===== config.mk =====
export PLATFORM = sky130hd
export DESIGN_NAME = dbf_beam_sum
export DESIGN_NICKNAME = d
export VERILOG_FILES = /design/src/rtl/dbf_beam_sum.sv
export SDC_FILE = /design/constraint.sdc
export NUM_CORES = 1
export LEC_CHECK = 0
export ABC_AREA = 1
export ABC_CLOCK_PERIOD_IN_PS = 3750
export CORE_ASPECT_RATIO = 1.25
export CORE_MARGIN = 2
export CORE_UTILIZATION = 60
export CTS_CLUSTER_SIZE = 10
export DETAILED_ROUTE_END_ITERATION = 6
export GPL_TIMING_DRIVEN = 0
export HOLD_SLACK_MARGIN = 0.03
export PLACE_DENSITY_LB_ADDON = 0.1
export SETUP_SLACK_MARGIN = 0.2
export SYNTH_ARGS = -nofsm -noshare
export SYNTH_HDL_FRONTEND = slang
export SYNTH_SLANG_ARGS = --single-unit

===== constraint.sdc =====
create_clock -name clk -period 3.75 [get_ports clk]
set_clock_uncertainty 0.2 [all_clocks]
set_input_delay 0.375 -clock clk [delete_from_list [all_inputs] [get_ports clk]]
set_output_delay 0.375 -clock clk [all_outputs]
set_load 0.01 [all_outputs]

===== src/rtl/dbf_beam_sum.sv =====
// Channel-serial beam accumulator: sums N_CH weighted channel samples, then shifts and narrows.
// Optional feature macro: DBF_BEAM_SAT_EN (clamp on overflow, else wrap-around).
module dbf_beam_sum #(
    parameter int N_CH  = 8,
    parameter int IN_W  = 33,
    parameter int OUT_W = 16,
    parameter int SHIFT = 17
) (
    input  logic             clk,
    input  logic             rst,
    input  logic [IN_W-1:0]  din_I,
    input  logic [IN_W-1:0]  din_Q,
    input  logic             din_valid,
    input  logic             din_first,
    output logic [OUT_W-1:0] dout_I,
    output logic [OUT_W-1:0] dout_Q,
    output logic             dout_valid,
    output logic             dout_sat,
    output logic             err_frame
);

    localparam int CW = $clog2(N_CH);
    localparam int AW = IN_W + CW;
    localparam logic [CW-1:0] LAST_CNT = CW'(N_CH - 1);

    logic signed [AW-1:0] ext_I;
    logic signed [AW-1:0] ext_Q;
    logic signed [AW-1:0] acc_I;
    logic signed [AW-1:0] acc_Q;
    logic signed [AW-1:0] nxt_I;
    logic signed [AW-1:0] nxt_Q;
    logic signed [AW-1:0] sum_I;
    logic signed [AW-1:0] sum_Q;
    logic signed [AW-1:0] shr_I;
    logic signed [AW-1:0] shr_Q;
    logic [CW-1:0]        cnt;
    logic                 sum_valid;
    logic [OUT_W:0]       nar_I;
    logic [OUT_W:0]       nar_Q;

    // Returns {overflow_flag, narrowed_value}.
    function automatic logic [OUT_W:0] narrow(input logic signed [AW-1:0] s);
`ifdef DBF_BEAM_SAT_EN
        logic [AW-OUT_W:0] hi;
        hi = s[AW-1:OUT_W-1];
        if (hi == '0 || hi == '1)
            narrow = {1'b0, s[OUT_W-1:0]};
        else if (s[AW-1])
            narrow = {1'b1, 1'b1, {(OUT_W-1){1'b0}}};
        else
            narrow = {1'b1, 1'b0, {(OUT_W-1){1'b1}}};
`else
        narrow = {1'b0, s[OUT_W-1:0]};
`endif
    endfunction

    assign ext_I = {{CW{din_I[IN_W-1]}}, din_I};
    assign ext_Q = {{CW{din_Q[IN_W-1]}}, din_Q};
    assign nxt_I = acc_I + ext_I;
    assign nxt_Q = acc_Q + ext_Q;

    assign shr_I = sum_I >>> SHIFT;
    assign shr_Q = sum_Q >>> SHIFT;
    assign nar_I = narrow(shr_I);
    assign nar_Q = narrow(shr_Q);

    always_ff @(posedge clk) begin
        if (rst) begin
            acc_I     <= '0;
            acc_Q     <= '0;
            cnt       <= '0;
            sum_I     <= '0;
            sum_Q     <= '0;
            sum_valid <= 1'b0;
            err_frame <= 1'b0;
        end else begin
            sum_valid <= 1'b0;
            err_frame <= 1'b0;
            if (din_valid) begin
                if (din_first) begin
                    // A new channel 0 always wins; any open frame is lost.
                    acc_I     <= ext_I;
                    acc_Q     <= ext_Q;
                    cnt       <= CW'(1);
                    err_frame <= (cnt != '0);
                end else if (cnt == '0) begin
                    err_frame <= 1'b1;
                end else if (cnt == LAST_CNT) begin
                    acc_I     <= nxt_I;
                    acc_Q     <= nxt_Q;
                    sum_I     <= nxt_I;
                    sum_Q     <= nxt_Q;
                    sum_valid <= 1'b1;
                    cnt       <= '0;
                end else begin
                    acc_I <= nxt_I;
                    acc_Q <= nxt_Q;
                    cnt   <= cnt + 1'b1;
                end
            end
        end
    end

    always_ff @(posedge clk) begin
        if (rst) begin
            dout_I     <= '0;
            dout_Q     <= '0;
            dout_sat   <= 1'b0;
            dout_valid <= 1'b0;
        end else begin
            dout_valid <= sum_valid;
            if (sum_valid) begin
                dout_I   <= nar_I[OUT_W-1:0];
                dout_Q   <= nar_Q[OUT_W-1:0];
                dout_sat <= nar_I[OUT_W] | nar_Q[OUT_W];
            end
        end
    end

endmodule

==> Word-level counts from Yosys, hierarchy flattened <==
Index checks and enable logic that the tools add are counted.
{ "word_totals": {"rom_bits": 0, "mem_count": 0, "inputBits": 70, "latchBits": 0, "reg_bits": 176, "ram_bits": 0, "out_inout_bits": 35} }
{ "classes": {"n_eq_ne": 2, "multipliers": 0, "n_mux": 10, "n_reduce_logical": 6, "n_lt_le_gt_ge": 0, "n_shift": 0, "addsub": 3, "div_mod_pow": 0, "bitwise": 3} }
{ "op_table": {"columns": ["cell", "count"], "rows": [
  ["$mux 36", 4],
  ["$add 36x33->36", 2],
  ["$mux 3", 3],
  ["$reduce_and 4->1", 1],
  ["$reduce_or 4->1", 1],
  ["$add 3x1->3 const B", 1],
  ["$eq 3x3->1 const B", 1],
  ["$logic_not 3->1", 1],
  ["$mux 1", 3],
  ["$not 1->1", 3],
  ["$reduce_bool 3->1", 1],
  ["$ne 2x2->1 const B", 1],
  ["$reduce_and 2->1", 1],
  ["$reduce_or 2->1", 1]
]} }

==> Logic depth before layout (Yosys ltp) <==
{ "depth": {"depth_word": 4, "ltp_mapped": 14} }

==> Worst setup path before layout <==
No wires, ideal clock.
{ "synth_path": {"path_type": "input port to flip-flop", "start": "input port din_first", "end": "register acc_I[32]", "slack_ns": 1.518, "arrival_time_ns": 1.898, "n_path_buf": 4, "stages": 10, "cell_sequence": "buf_2 -> clkinv_2 -> clkbuf_1 -> ha_1 -> nor2_2 -> inv_2 -> buf_2 -> dlymetal6s2s_1 -> nand2_1 -> a21oi_2"} }
{ "synth_between": {"elab_chain_len": 2} }
{ "synth_rtl": {"columns": ["element", "line", "source"], "rows": [
  ["start: declaration", "14", "input logic din_first,"],
  ["$ne 2x2->1 (no source line)", null, null],
  ["$reduce_and 2->1 (no source line)", null, null],
  ["end signal: assignment", "82", "acc_I <= ext_I;"],
  ["end signal: assignment", "89", "acc_I <= nxt_I;"],
  ["end signal: assignment", "96", "acc_I <= nxt_I;"],
  ["end: declaration", "28", "logic signed [AW-1:0] acc_I;"]
]} }
Parallel ways exist; a longest one is shown, timed or not.
A chain may end at the register's enable or synchronous reset.

==> Worst setup path after layout <==
{ "layout_path": {"start": "input port din_first", "end": "register sum_Q[17]"} }
{ "layout_between": {"elab_chain_len": 2} }
{ "layout_rtl": {"columns": ["element", "line", "source"], "rows": [
  ["$not 1->1 (no source line)", null, null],
  ["$reduce_and 4->1 (no source line)", null, null],
  ["end signal: assignment", "92", "sum_Q <= nxt_Q;"],
  ["end: declaration", "33", "logic signed [AW-1:0] sum_Q;"]
]} }
No other way between the ends.

==> results.txt <==
The highest fanout seen on the critical path came out at 11. Counting flops with a built-in enable in the synthesized netlist gives 0. Global routing consumed, on the met3 layer, under 10% of the routing resources. The cell type contributing the most total cell area after synthesis is dfxtp_1.

The clock passes through at most 2 buffers. The post-route cell area came out at 12400 sq um. The number of antenna-violating nets in the routed design came out at 0. The busiest metal layer after global routing is met2. The total CTS buffers came out at 17. STA classifies the critical path startpoint as an input port.

The initial antenna violation count is 1. The area growth from synthesis to final layout is 18.0%. For this run, the detailed router's first-pass iteration total came to 6. The prevailing post-synth register cell is dfxtp_1. STA classifies the critical path endpoint as a register. The post-synthesis cell type count is 38. TritonCTS built the clock tree.

Setup repair after global routing left no endpoint under its margin. By startpoint and endpoint, the worst setup path is classified as in -> reg. The most instantiated library cell after synthesis is nand2_1. The measured slew at the worst slew-check pin came out at approximately 0.87 ns. The number of flip-flops and latches in the synthesized netlist came out at 136. The total half-perimeter wirelength after legalization and detailed placement is approximately 26000 microns. The highest clock frequency the design can meet came out at 336 MHz. The cell area after synthesis is ~10000 sq um. The final net count is 2042.

Data on the critical path is required at its endpoint by 3.87 ns. The overall die width came out at roughly 120 microns. The vertical extent of the die came out at between 150 and 200 microns. The cell count after synthesis came out at roughly 1800. The summed negative setup slack over all endpoints came out at 0 ns. The tightest slew margin relative to the limit is 42.3%. The row count is 54. Summing the sequential cell areas from Yosys gives around 26% of the chip area. The number of hold violations in the final report came out at 0.

The post-synthesis area per instance is between 5 and 6 sq um. The cell area power density came out at around 370 nW/um^2. The share of cells above drive strength 1 is 4.60%. Input and output buffers added on the ports amount to 101. The run finished with clean final reports. The maximum number of pins on one net before global-route repair is 17. The total congestion overflow came out at 0. The cell area after placement is 11800 sq um. After clock tree synthesis, the repair step resized 0 gates. The via count of the first global-routing pass is 10874. The I/O pin count is 105. The global-route wire length before repair is just over 50000 microns. The routed wirelength normalized by instance count is roughly 15 microns.

Yosys attributes the largest share of cell area to dfxtp_1 26%, nand2_1 20%, inv_1 10%. The aggregate routed wire length is 32700 microns. The post-detailed-route DRC marker count is 0.

The area enclosed by the die boundary came out at 18600 sq um. During synthesis, Yosys emitted a total of 0 warnings. Using the TritonRoute via totals, the vias-per-cell ratio works out to ~5.3. The clock insertion delay at the later pin of the skew report came out at 0.43 ns. Setup violations remaining at the end of the flow were counted as 0. The total count of max-transition violations in the final report came out at 0.

0 antenna diodes ended up in the layout. The core region is roughly 17000 sq um. The count of H-tree levels built during CTS is 4. Clock-pin slew was measured on the worst setup and hold paths at 0.07 ns. The root buffer selected by CTS is clkbuf_16.

The path type of the worst min-delay path is in -> reg. The top cell type's share of synthesized area is 25.9%. Global routing consumed, on the met1 layer, 42.7% of the routing resources. The smallest clock period supported by the final layout is computed as between 2 and 3 ns. The total global-route track usage came out at between 30% and 40%. The max-cap violation count came out at 0.

The number of nets in the synthesized netlist is 1921. The initial cell density of the core is about three fifths. The critical path data arrival time came out at 3.10 ns. The global placer's final weighted congestion is 0.980.

Summed over all cells, the static leakage comes to ~0.0067 uW. The worst supply voltage drop on vdd is ~0.37 mV. The total power came out at 4590 uW. The number of filler instances in the final layout is 1553. The commonest cells after synthesis are 547 x nand2_1, 282 x inv_1, 239 x nor2_1.

The via count of the routed design is 11361. The share of the clock period used by the worst path came out at 79.5%. Counting every sink on the clock net gives 136. The met2 global-route usage came out at 59.8%. The detailed router finished its first iteration with 671 violations.

The share of synthesized registers carrying an async set or reset is 0%.
-- worst max-delay path, stage by stage --
cell and delay (ns):
buf_2 0.20, clkinv_2 0.15, clkbuf_1 0.47, ha_1 0.27, nand3_1 0.22, inv_2 0.29
buf_1 0.59, nand3_1 0.30, o211ai_1 0.16, inv_1 0.06
-- layer usage --
layer  up-vias  share of wire, %
li1       5804                 -
met1      5033                42
met2       404                46
met3       120               6.2
met4         0               5.1
met5         -                 0
-- registers in the layout (all words and copies together) (netlist names) --
name	flops
acc_I	33
acc_Q	33
dout_I	16
dout_Q	16
sum_I	16
sum_Q	16
cnt	3
dout_valid	1
err_frame	1
sum_valid	1
-- worst paths after layout --
kind / cells past startpoint / slack [ns] / from / end
worst min register to register: 2 / 0.27 / acc_I[23]$_SDFFE_PP0P_ / acc_I[23]$_SDFFE_PP0P_
worst max-delay path: 10 / 0.77 / din_first / sum_Q[17]$_SDFFE_PP0P_
worst min-delay path: 4 / 0.24 / din_first / acc_Q[7]$_SDFFE_PP0P_
worst max register to register: 12 / 0.89 / cnt[0]$_SDFFE_PP0P_ / sum_Q[17]$_SDFFE_PP0P_
-- logic make-up (layout without fill, tap and decap cells) --
logic type / after synthesis / in the layout / share of synthesized area (%)
AOI/OAI and AO/OA: 246 / 246 / 13.4
xor gates and xnor gates: 27 / 27 / 2.25
adders and majority gates: 71 / 71 / 8.61
buffers and inverters: 341 / 474 / 12.6
DFF: 136 / 136 / 25.9
other: 1 / 1 / 0.0357
and+or+nand+nor: 958 / 958 / 37.2
-- where the power goes --
group          internal (uW)  total [uW]  leakage [uW]  switching, uW
logic                    459        1300       0.00529            843
registers               1510        1550       0.00111           40.7
clock network            993        1730      0.000278            738
-- per-stage QoR --
step | worst slack (ns) | hold slack (ns) | cells | utilization, %
floorplan | 1.52 | 0.247 | 1780 | -
global placement | 0.498 | 0.256 | 2105 | 68.1
detailed placement | 0.479 | 0.262 | 2105 | 68.1
CTS | 0.890 | 0.246 | 2137 | 71.6
global route | 0.732 | 0.272 | 2137 | 71.6
finish | 0.770 | 0.243 | 2137 | 71.6
-- cells in the final DEF (no fill, tap or decap), types with 3 or more instances in the layout --
cell type | Yosys | layout
buf_1 | 8 | 8
o211ai_1 | 36 | 36
dfxtp_1 | 136 | 136
xnor2_1 | 6 | 6
a21oi_1 | 118 | 118
and2_1 | 5 | 5
nand3_1 | 120 | 120
nand2_1 | 547 | 547
clkbuf_16 | 0 | 17
clkdlybuf4s50_1 | 0 | 101
o21bai_1 | 6 | 6
nand3_2 | 5 | 5
ha_1 | 69 | 69
clkinvlp_4 | 0 | 3
xor2_1 | 21 | 21
nor3_1 | 5 | 5
o21ai_0 | 67 | 67
nand2_2 | 21 | 21
clkbuf_1 | 39 | 39
nor2_1 | 239 | 239
a21oi_2 | 15 | 15
nor2_2 | 4 | 4
inv_1 | 282 | 282
nand4_1 | 4 | 4
inv_6 | 0 | 7
-- repair_timing --
item                                   CTS  global route
hold buffers                             1             0
setup buffers                            0             0
endpoints found under the hold margin    4             0
-- final cells by class --
cell class / count / area [sq um] / share of cell area [%]
well taps: 224 / 280 / 2.26
clock buffers: 17 / 425 / 3.44
inverters: 286 / 1070 / 8.68
multi-input cells: 1303 / 6450 / 52.1
repair buffers: 102 / 1020 / 8.24
plain buffers: 55 / 243 / 1.96
clock inverters: 14 / 161 / 1.30
flip-flops and latches: 136 / 2720 / 22.0
Note: power is estimated with default switching activity, not from simulation.
